File: config.mk
export PLATFORM = sky130hd
export DESIGN_NAME = dma_bus_arbiter
export DESIGN_NICKNAME = d
export VERILOG_FILES = /design/src/rtl/dma_bus_arbiter_pkg.sv /design/src/rtl/dma_bus_arbiter.sv
export SDC_FILE = /design/constraint.sdc
export NUM_CORES = 1
export LEC_CHECK = 0
export CORE_MARGIN = 4
export CORE_UTILIZATION = 37
export DETAILED_ROUTE_END_ITERATION = 7
export PLACE_DENSITY = 0.77
export SYNTH_ARGS = -nofsm -noshare
export SYNTH_HDL_FRONTEND = slang
export SYNTH_SLANG_ARGS = --single-unit
File: constraint.sdc
create_clock -name iClock -period 2.1 [get_ports iClock]
set_clock_uncertainty 0.05 [all_clocks]
set_input_delay 0.525 -clock iClock [delete_from_list [all_inputs] [get_ports iClock]]
set_output_delay 0.525 -clock iClock [all_outputs]
set_load 0.01 [all_outputs]
File: src/rtl/dma_bus_arbiter_pkg.sv
// Shared definitions for the OAM DMA bus arbiter.
// State encoding and default register/OAM addresses.
package dma_bus_arbiter_pkg;

   typedef enum logic [1:0] {
      IDLE  = 2'd0,
      READ  = 2'd1,
      WRITE = 2'd2
   } dmaState_t;

   localparam int          DMA_LENGTH_DEF   = 160;
   localparam logic [15:0] DMA_REG_ADDR_DEF = 16'hFF46;
   localparam logic [15:0] OAM_BASE_DEF     = 16'hFE00;

endpackage

File: src/rtl/dma_bus_arbiter.sv
// OAM DMA bus arbiter between CPU and MMU.
// Passes CPU traffic through when idle, owns the bus during a transfer.
module dma_bus_arbiter
   import dma_bus_arbiter_pkg::*;
#(
   parameter int          DMA_LENGTH   = DMA_LENGTH_DEF,
   parameter logic [15:0] DMA_REG_ADDR = DMA_REG_ADDR_DEF,
   parameter logic [15:0] OAM_BASE     = OAM_BASE_DEF
) (
   input  logic        iClock,
   input  logic        iReset,
   input  logic [15:0] iCpuAddr,
   input  logic [7:0]  iCpuData,
   input  logic        iCpuWe,
   output logic [7:0]  oCpuData,
   output logic        oCpuStall,
   output logic [15:0] oMmuAddr,
   output logic [7:0]  oMmuData,
   output logic        oMmuWe,
   input  logic [7:0]  iMmuData,
   output logic        oDmaBusy
);

   localparam logic [7:0] LAST_INDEX = 8'(DMA_LENGTH - 1);

   dmaState_t  state;
   logic [7:0] srcHi;
   logic [7:0] index;
   logic       trigger;
   logic       mmuWe;

   assign trigger = (state == IDLE) && iCpuWe
                 && (iCpuAddr == DMA_REG_ADDR);

   // Transfer sequencer: alternate READ/WRITE per byte, index counts bytes.
   always_ff @(posedge iClock) begin
      if (!iReset) begin
         state <= IDLE;
         srcHi <= 8'h00;
         index <= 8'h00;
      end else begin
         unique case (state)
            IDLE: begin
               if (trigger) begin
                  srcHi <= iCpuData;
                  index <= 8'h00;
                  state <= READ;
               end
            end
            READ: begin
               state <= WRITE;
            end
            WRITE: begin
               if (index == LAST_INDEX) begin
                  state <= IDLE;
               end else begin
                  index <= index + 8'd1;
                  state <= READ;
               end
            end
            default: begin
               state <= IDLE;
            end
         endcase
      end
   end

   // Bus steering: CPU pass-through when idle, DMA source/OAM otherwise.
   always_comb begin
      oMmuAddr = iCpuAddr;
      oMmuData = iCpuData;
      mmuWe    = iCpuWe;
      oCpuData = iMmuData;
      unique case (state)
         READ: begin
            oMmuAddr = {srcHi, index};
            oMmuData = 8'h00;
            mmuWe    = 1'b0;
            oCpuData = 8'h00;
         end
         WRITE: begin
            oMmuAddr = OAM_BASE + {8'h00, index};
            oMmuData = iMmuData;
            mmuWe    = 1'b1;
            oCpuData = 8'h00;
         end
         default: begin
         end
      endcase
   end

   // Reset forces the write strobe low even while the CPU drives a write.
   assign oMmuWe    = mmuWe & iReset;
   assign oDmaBusy  = (state != IDLE);
   assign oCpuStall = (state != IDLE);

endmodule

==> flow_summary.yaml, run 1 <==
outcome:
  status: "complete, but fails checks"
  violations: "setup timing"
timing:
  clock.fmax_mhz: 459
  fin_crit_sh_pct: 104
  slew_headroom_pct: 78.5
  finalCriticalPeriod_ns: 2.18
  worst_slew_pin_slew_ns: 0.318
  rsz0062_at_grt: "yes"
  setup_viol: 8
  worst_slack_ns: -0.0792
  finalHoldViolations: 0
  final-max-slew-violation-count: 0
synth:
  yosys_warnings: 0
  synth_area_sq_um: 1490
  synthTopCellsByCount: "nand2_1, nor2_1, a21oi_1, dfxtp_1"
  synthCells: 194
  synth.area.top_cells: "dfxtp_1, mux2i_1, a21oi_1, nand2_1, ha_1"
  synth_top_area_cell: "dfxtp_1"
  synth-async-reset-ratio_pct: 0
  synth_ff_type: "dfxtp_1"
  syn_avg_cell_area_sq_um: 7.68
  syn-num-nets: 235
  ys_ff_latch: 18
  synth.yosys.seq_area_share_pct: 24.2
  synth_top_area_share_pct: 24.2
  synth_most_common_cell: "nand2_1"
  synth_edf_count: 0
  synth_cell_type_count: 43
setup_path:
  worstPathArrival_ns: 1.60
  startpoint_type: "flip-flop"
  cp_max_fo: 5
  endpoint_kind: "output pin"
  worstPathRequired_ns: 1.52
  crit_type: "flip-flop to output pin"
power:
  power_frac_clock_pct: 34.9
  cellPowerDensity_nw_per_um2: 321
  p_switching_w: 0.000206
  leakage_nw: 1.18
  p_seq_share_pct: 40.8
  swShare_pct: 24.6
  comb_power_share_pct: 24.3
  p_int_w: 0.000630
  ir_drop_v: 0.000247
cts:
  clock_sinks: 18
  clock_latency_ns: 0.26
  clk_pin_slew_ns: 0.07
  cts_tree: "done"
  cts.htree.levels: 1
  cts_made_buffers: 3
  cts_max_path_buffers: 2
  root_buffer: "clkbuf_8"
finish:
  layout.cells.non_filler: 345
  register_area_sq_um: 363
  design_area_sq_um: 2600
  areaGrowthSynthToFinish_pct: 74.5
  multiInputGateArea_sq_um: 1150
  antenna_cells: 0
  nNetsFinal: 339
  drive_gt1_share_pct: 36.4
  fillers: 285
placed_design:
  dpl-instance-area_sq_um: 2470
  gp_congestion: 0.945
  port_buffers: 69
  dp_hpwl_mm: 4.12
  dp.cells: 336
route:
  top_layer: "met4"
  ant_nets: 0
  drt_pass1_iterations: 4
  wire_per_inst_microns: 16.0
  routed_via_density: 5.39
  drt-initial-drc-count: 162
  drc: 0
  vias: 1860
  wl_met3_microns: 576
  wl_met1_mm: 2.36
  drt-total-wl_mm: 5.51
  wl_met2_mm: 2.55
global_route:
  antenna_found_initial: 0
  grt_overflow: 0
  grt_max_degree: 17
  grt_pass1_wl_mm: 8.46
  grt_usage_pct: 20.8
  first_global_vias: 1806
floorplan:
  dieArea_sq_um: 5110
  core_sq_um: 3770
  ios: 70
  rows: 22
  dieHeight_microns: 71.5
  dieWidth_microns: 71.5
  initial_utilization_pct: 39.5
min_path:
  worstHoldPathType: "flip-flop to flip-flop"
run:
  cap_viol_max_count: 0
[registers in the layout, summed over array words and instances (netlist names)]
| register | cells |
|---|---|
| index | 8 |
| state | 2 |
| srcHi | 8 |
[power groups by stage]
stage | logic (W) | registers [W] | clock network (W)
detailed placement | 0.000230 | 0.000349 | 0
finish | 0.000203 | 0.000341 | 0.000291
global placement | 0.000230 | 0.000349 | 0
floorplan | 0.0000592 | 0.000349 | 0
CTS | 0.000200 | 0.000341 | 0.000292
global route | 0.000217 | 0.000341 | 0.000314
[cells in the final DEF (no fill, tap or decap), types with 2 or more instances in the layout]
master	n
and2_1	3
and4_1	4
buf_2	23
clkdlybuf4s15_1	3
nor2b_1	8
buf_4	36
a22o_1	8
a32o_1	3
a21oi_2	2
o2bb2ai_1	4
ha_4	3
nand2_1	19
mux2i_1	10
o211ai_1	2
and2_4	2
nand3_1	9
inv_1	3
o2bb2ai_2	3
dfxtp_1	16
clkbuf_8	4
buf_12	2
clkbuf_2	4
a21oi_1	15
a31oi_1	3
clkdlybuf4s50_1	26
nor2_1	18
ha_1	3
dlygate4sd2_1	6
inv_2	3
nand2_2	3
o31ai_1	2
nand4_1	4
dlymetal6s2s_1	6
dfxtp_2	2
buf_6	7
o21ai_0	4
[kinds of logic after synthesis]
family	synth area share [%]
flip-flops	24.2
multiplexers	6.72
AO/OA/AOI/OAI	26.0
adder cells (fa/ha/maj)	5.04
buffers and inverters	7.30
AND/OR/NAND/NOR	30.7
[final cells by class]
cell class                 count  area share, %
timing repair buffer         113           36.2
sequential                    18           14.0
clock buffer                   4           2.12
inverter                       7           1.01
multi-input combinational    155           44.4
tap                           48           2.31
[critical path, cell delays in order (launching register included)]
cell	delay, ns
dfxtp_2	0.34
inv_2	0.05
ha_4	0.25
buf_6	0.12
and2_4	0.17
buf_6	0.12
a21oi_4	0.10
nor2_2	0.05
buf_2	0.14
[stage by stage]
stage	setup TNS, ns	hold WS, ns	total power (W)	utilization [%]	worst slack (ns)
2_1_floorplan	0	0.413	0.000408	-	0.00665
3_5_place_dp	-11.47	0.439	0.000579	65.5	-0.349
6_report	-0.138	0.454	0.000835	68.9	-0.0792
5_1_grt	-1.48	0.489	0.000872	68.9	-0.130
3_3_place_gp	-10.30	0.425	0.000579	65.5	-0.317
4_1_cts	-0.0814	0.461	0.000832	66.6	-0.0635
[metal layers]
layer  global-route usage, %  vias to the layer above
li1                        -                      920
met1                    25.2                      838
met2                    35.5                       98
met3                    7.43                        4
met4                    3.76                        0
met5                       0                        -
[path summary, 6_finish.rpt]
check,to,cells past startpoint,startpoint,slack (ns)
hold / removal,srcHi[6],2,srcHi[6],0.45
setup / recovery,oMmuWe,8,state[0],-0.08
setup reg to reg,index[3],6,index[0],0.28
hold reg to reg,srcHi[6],2,srcHi[6],0.45
[repair_timing]
item | CTS | global route
hold buffers | 0 | 0
gates resized for setup | 135 | 32
endpoints found under the setup margin | 36 | 32
setup buffers | 3 | 1
cloned | 1 | 0
pin swaps | 13 | 8
No activity file was read; power rests on OpenSTA's default activity.
==> run 2, diff against run 1 <==
--- a/config.mk
+++ b/config.mk
@@ -8,7 +8,8 @@
 export CORE_MARGIN = 4
 export CORE_UTILIZATION = 37
 export DETAILED_ROUTE_END_ITERATION = 7
-export PLACE_DENSITY = 0.77
+export GPL_TIMING_DRIVEN = 0
+export PLACE_DENSITY = 0.88
 export SYNTH_ARGS = -nofsm -noshare
 export SYNTH_HDL_FRONTEND = slang
 export SYNTH_SLANG_ARGS = --single-unit
==> flow_summary.yaml, run 2 (synthesized netlist as in run 1, its figures left out) <==
setup_path:
  r2r_setup_slack_ns: 0.09
  critical-path-top-delay-family: "flip-flops"
  rr_startpoint: "state[1]"
  crit_chain: "inv_4 > ha_4 > and2_4 > buf_6 > a21oi_2 > nor2_1 > buf_2"
  crit_type: "flip-flop to output pin"
  startpoint: "state[0]"
  worstPathRequired_ns: 1.52
  regToRegEndpoint: "index[5]"
  endpoint_kind: "output pin"
  setup.worst_path.end: "oMmuWe"
  path_depth: 7
  max_stage_delay_ns: 0.38
  worstPathArrival_ns: 1.65
  r2r_cells: 9
  crit_buf_inv: 3
  critPathSlowestCell: "dfxtp_4"
  startpoint_type: "flip-flop"
  cp_max_fo: 6
floorplan:
  dieHeight_microns: 71.5
  rows: 22
  initial_utilization_pct: 39.5
  dieArea_sq_um: 5110
  core_sq_um: 3770
  dieWidth_microns: 71.5
  ios: 70
power:
  cellPowerDensity_nw_per_um2: 315
  p_int_w: 0.000615
  p_switching_w: 0.000223
  power_frac_clock_pct: 36.7
  p_seq_share_pct: 40.4
  swShare_pct: 26.6
  ir_drop_v: 0.000211
  leakage_nw: 1.15
  comb_power_share_pct: 22.9
global_route:
  grt_pass1_wl_mm: 8.98
  grt_max_degree: 11
  first_global_vias: 1921
  grt_overflow: 0
  antenna_found_initial: 0
  grt_usage_pct: 22.2
timing:
  slew_headroom_pct: 74.1
  worst_slack_ns: -0.127
  setup_viol: 22
  whs_ns: 0.466
  worst_slew_pin_slew_ns: 0.387
  clock.fmax_mhz: 449
  finalHoldViolations: 0
  setup_tns_ns: -1.85
  rsz0062_at_grt: "yes"
  fin_crit_sh_pct: 106
  final-max-slew-violation-count: 0
  finalCriticalPeriod_ns: 2.23
outcome:
  status: "complete, but fails checks"
  violations: "setup timing"
placed_design:
  dp_hpwl_mm: 3.93
  gp_congestion: 0.877
  pre_cts_ws_ns: -0.841
  port_buffers: 69
finish:
  drive_gt1_share_pct: 37.2
  nNetsFinal: 327
  final_cell_mix: "clkdlybuf4s50_1, nand2_1, buf_2"
  antenna_cells: 0
  areaGrowthSynthToFinish_pct: 78.3
  layout.cells.most_common: "clkdlybuf4s50_1"
  largestRegisters: "index: 8 flops, srcHi: 8 flops, state: 2 flops"
route:
  drc: 0
  drt-total-wl_mm: 6.27
  vias: 1980
  ant_nets: 0
  wire_per_inst_microns: 18.8
  drt_pass1_iterations: 5
  drt-initial-drc-count: 206
  routed_via_density: 5.95
min_path:
  min_path_cells: 2
  worstHoldPathType: "flip-flop to flip-flop"
cts:
  clk_pin_slew_ns: 0.08
  post_cts_hold_buffer_count: 0
  cts_tree: "done"
  clock_sinks: 18
  cts.htree.levels: 1
  cts_made_buffers: 3
  root_buffer: "clkbuf_8"
  clock_latency_ns: 0.26
  cts_max_path_buffers: 2
run:
  cap_viol_max_count: 0
-- run 2: layout make-up --
cell class              instances  area, sq um
multi-input cells             154         1200
fillers                       235         1110
repair buffers                 92          815
flip-flops and latches         18          368
plain buffers                  10          124
well taps                      48         60.1
clock buffers                   4         55.1
inverters                       7         38.8
-- run 2: worst min path at each step --
stage | from | to | slack (ns)
after CTS | srcHi[6] | srcHi[6] | 0.46
after detailed placement | srcHi[6] | srcHi[6] | 0.44
after global placement | srcHi[1] | srcHi[1] | 0.42
final | srcHi[6] | srcHi[6] | 0.47
after floorplan | srcHi[0] | srcHi[0] | 0.41
after global routing | srcHi[6] | srcHi[6] | 0.48
-- run 2: routing by layer --
| metal | GRT usage (%) | wire length, microns |
|---|---|---|
| met1 | 26.0 | 2500 |
| met2 | 38.3 | 3090 |
| met3 | 5.89 | 592 |
| met4 | 8.77 | 80 |
| met5 | 0 | 0 |
-- run 2: power groups by stage --
stage | Clock, W | Sequential (W) | Combinational, W
6_report | 0.000308 | 0.000338 | 0.000192
2_1_floorplan | 0 | 0.000349 | 0.0000592
5_1_grt | 0.000309 | 0.000338 | 0.000203
3_5_place_dp | 0 | 0.000349 | 0.000205
3_3_place_gp | 0 | 0.000349 | 0.000204
4_1_cts | 0.000303 | 0.000338 | 0.000188
-- run 2: what timing repair did --
action,4_1_cts,5_1_grt
pin swaps,7,17
setup buffers,18,8
endpoints found under the hold margin,0,0
endpoints found under the setup margin,46,43
gates resized for setup,150,48
-- run 2: per-stage QoR --
stage / util, % / std cells / total power [W] / instance area [sq um]
final: 70.5 / 333 / 0.000838 / 2660
after global routing: 70.5 / 333 / 0.000850 / 2660
after CTS: 67.9 / 329 / 0.000830 / 2560
after detailed placement: 59.5 / 311 / 0.000554 / 2240
after global placement: 59.5 / 311 / 0.000553 / 2240
after floorplan: - / 194 / 0.000408 / 1490
-- run 2: worst register-to-register path: stages, from the launching register on --
cell,delay [ns]
dfxtp_4,0.38
buf_6,0.11
ha_4,0.16
buf_4,0.11
buf_4,0.13
and2_1,0.13
clkbuf_2,0.20
nand2_1,0.11
or4_4,0.48
nand3_1,0.10
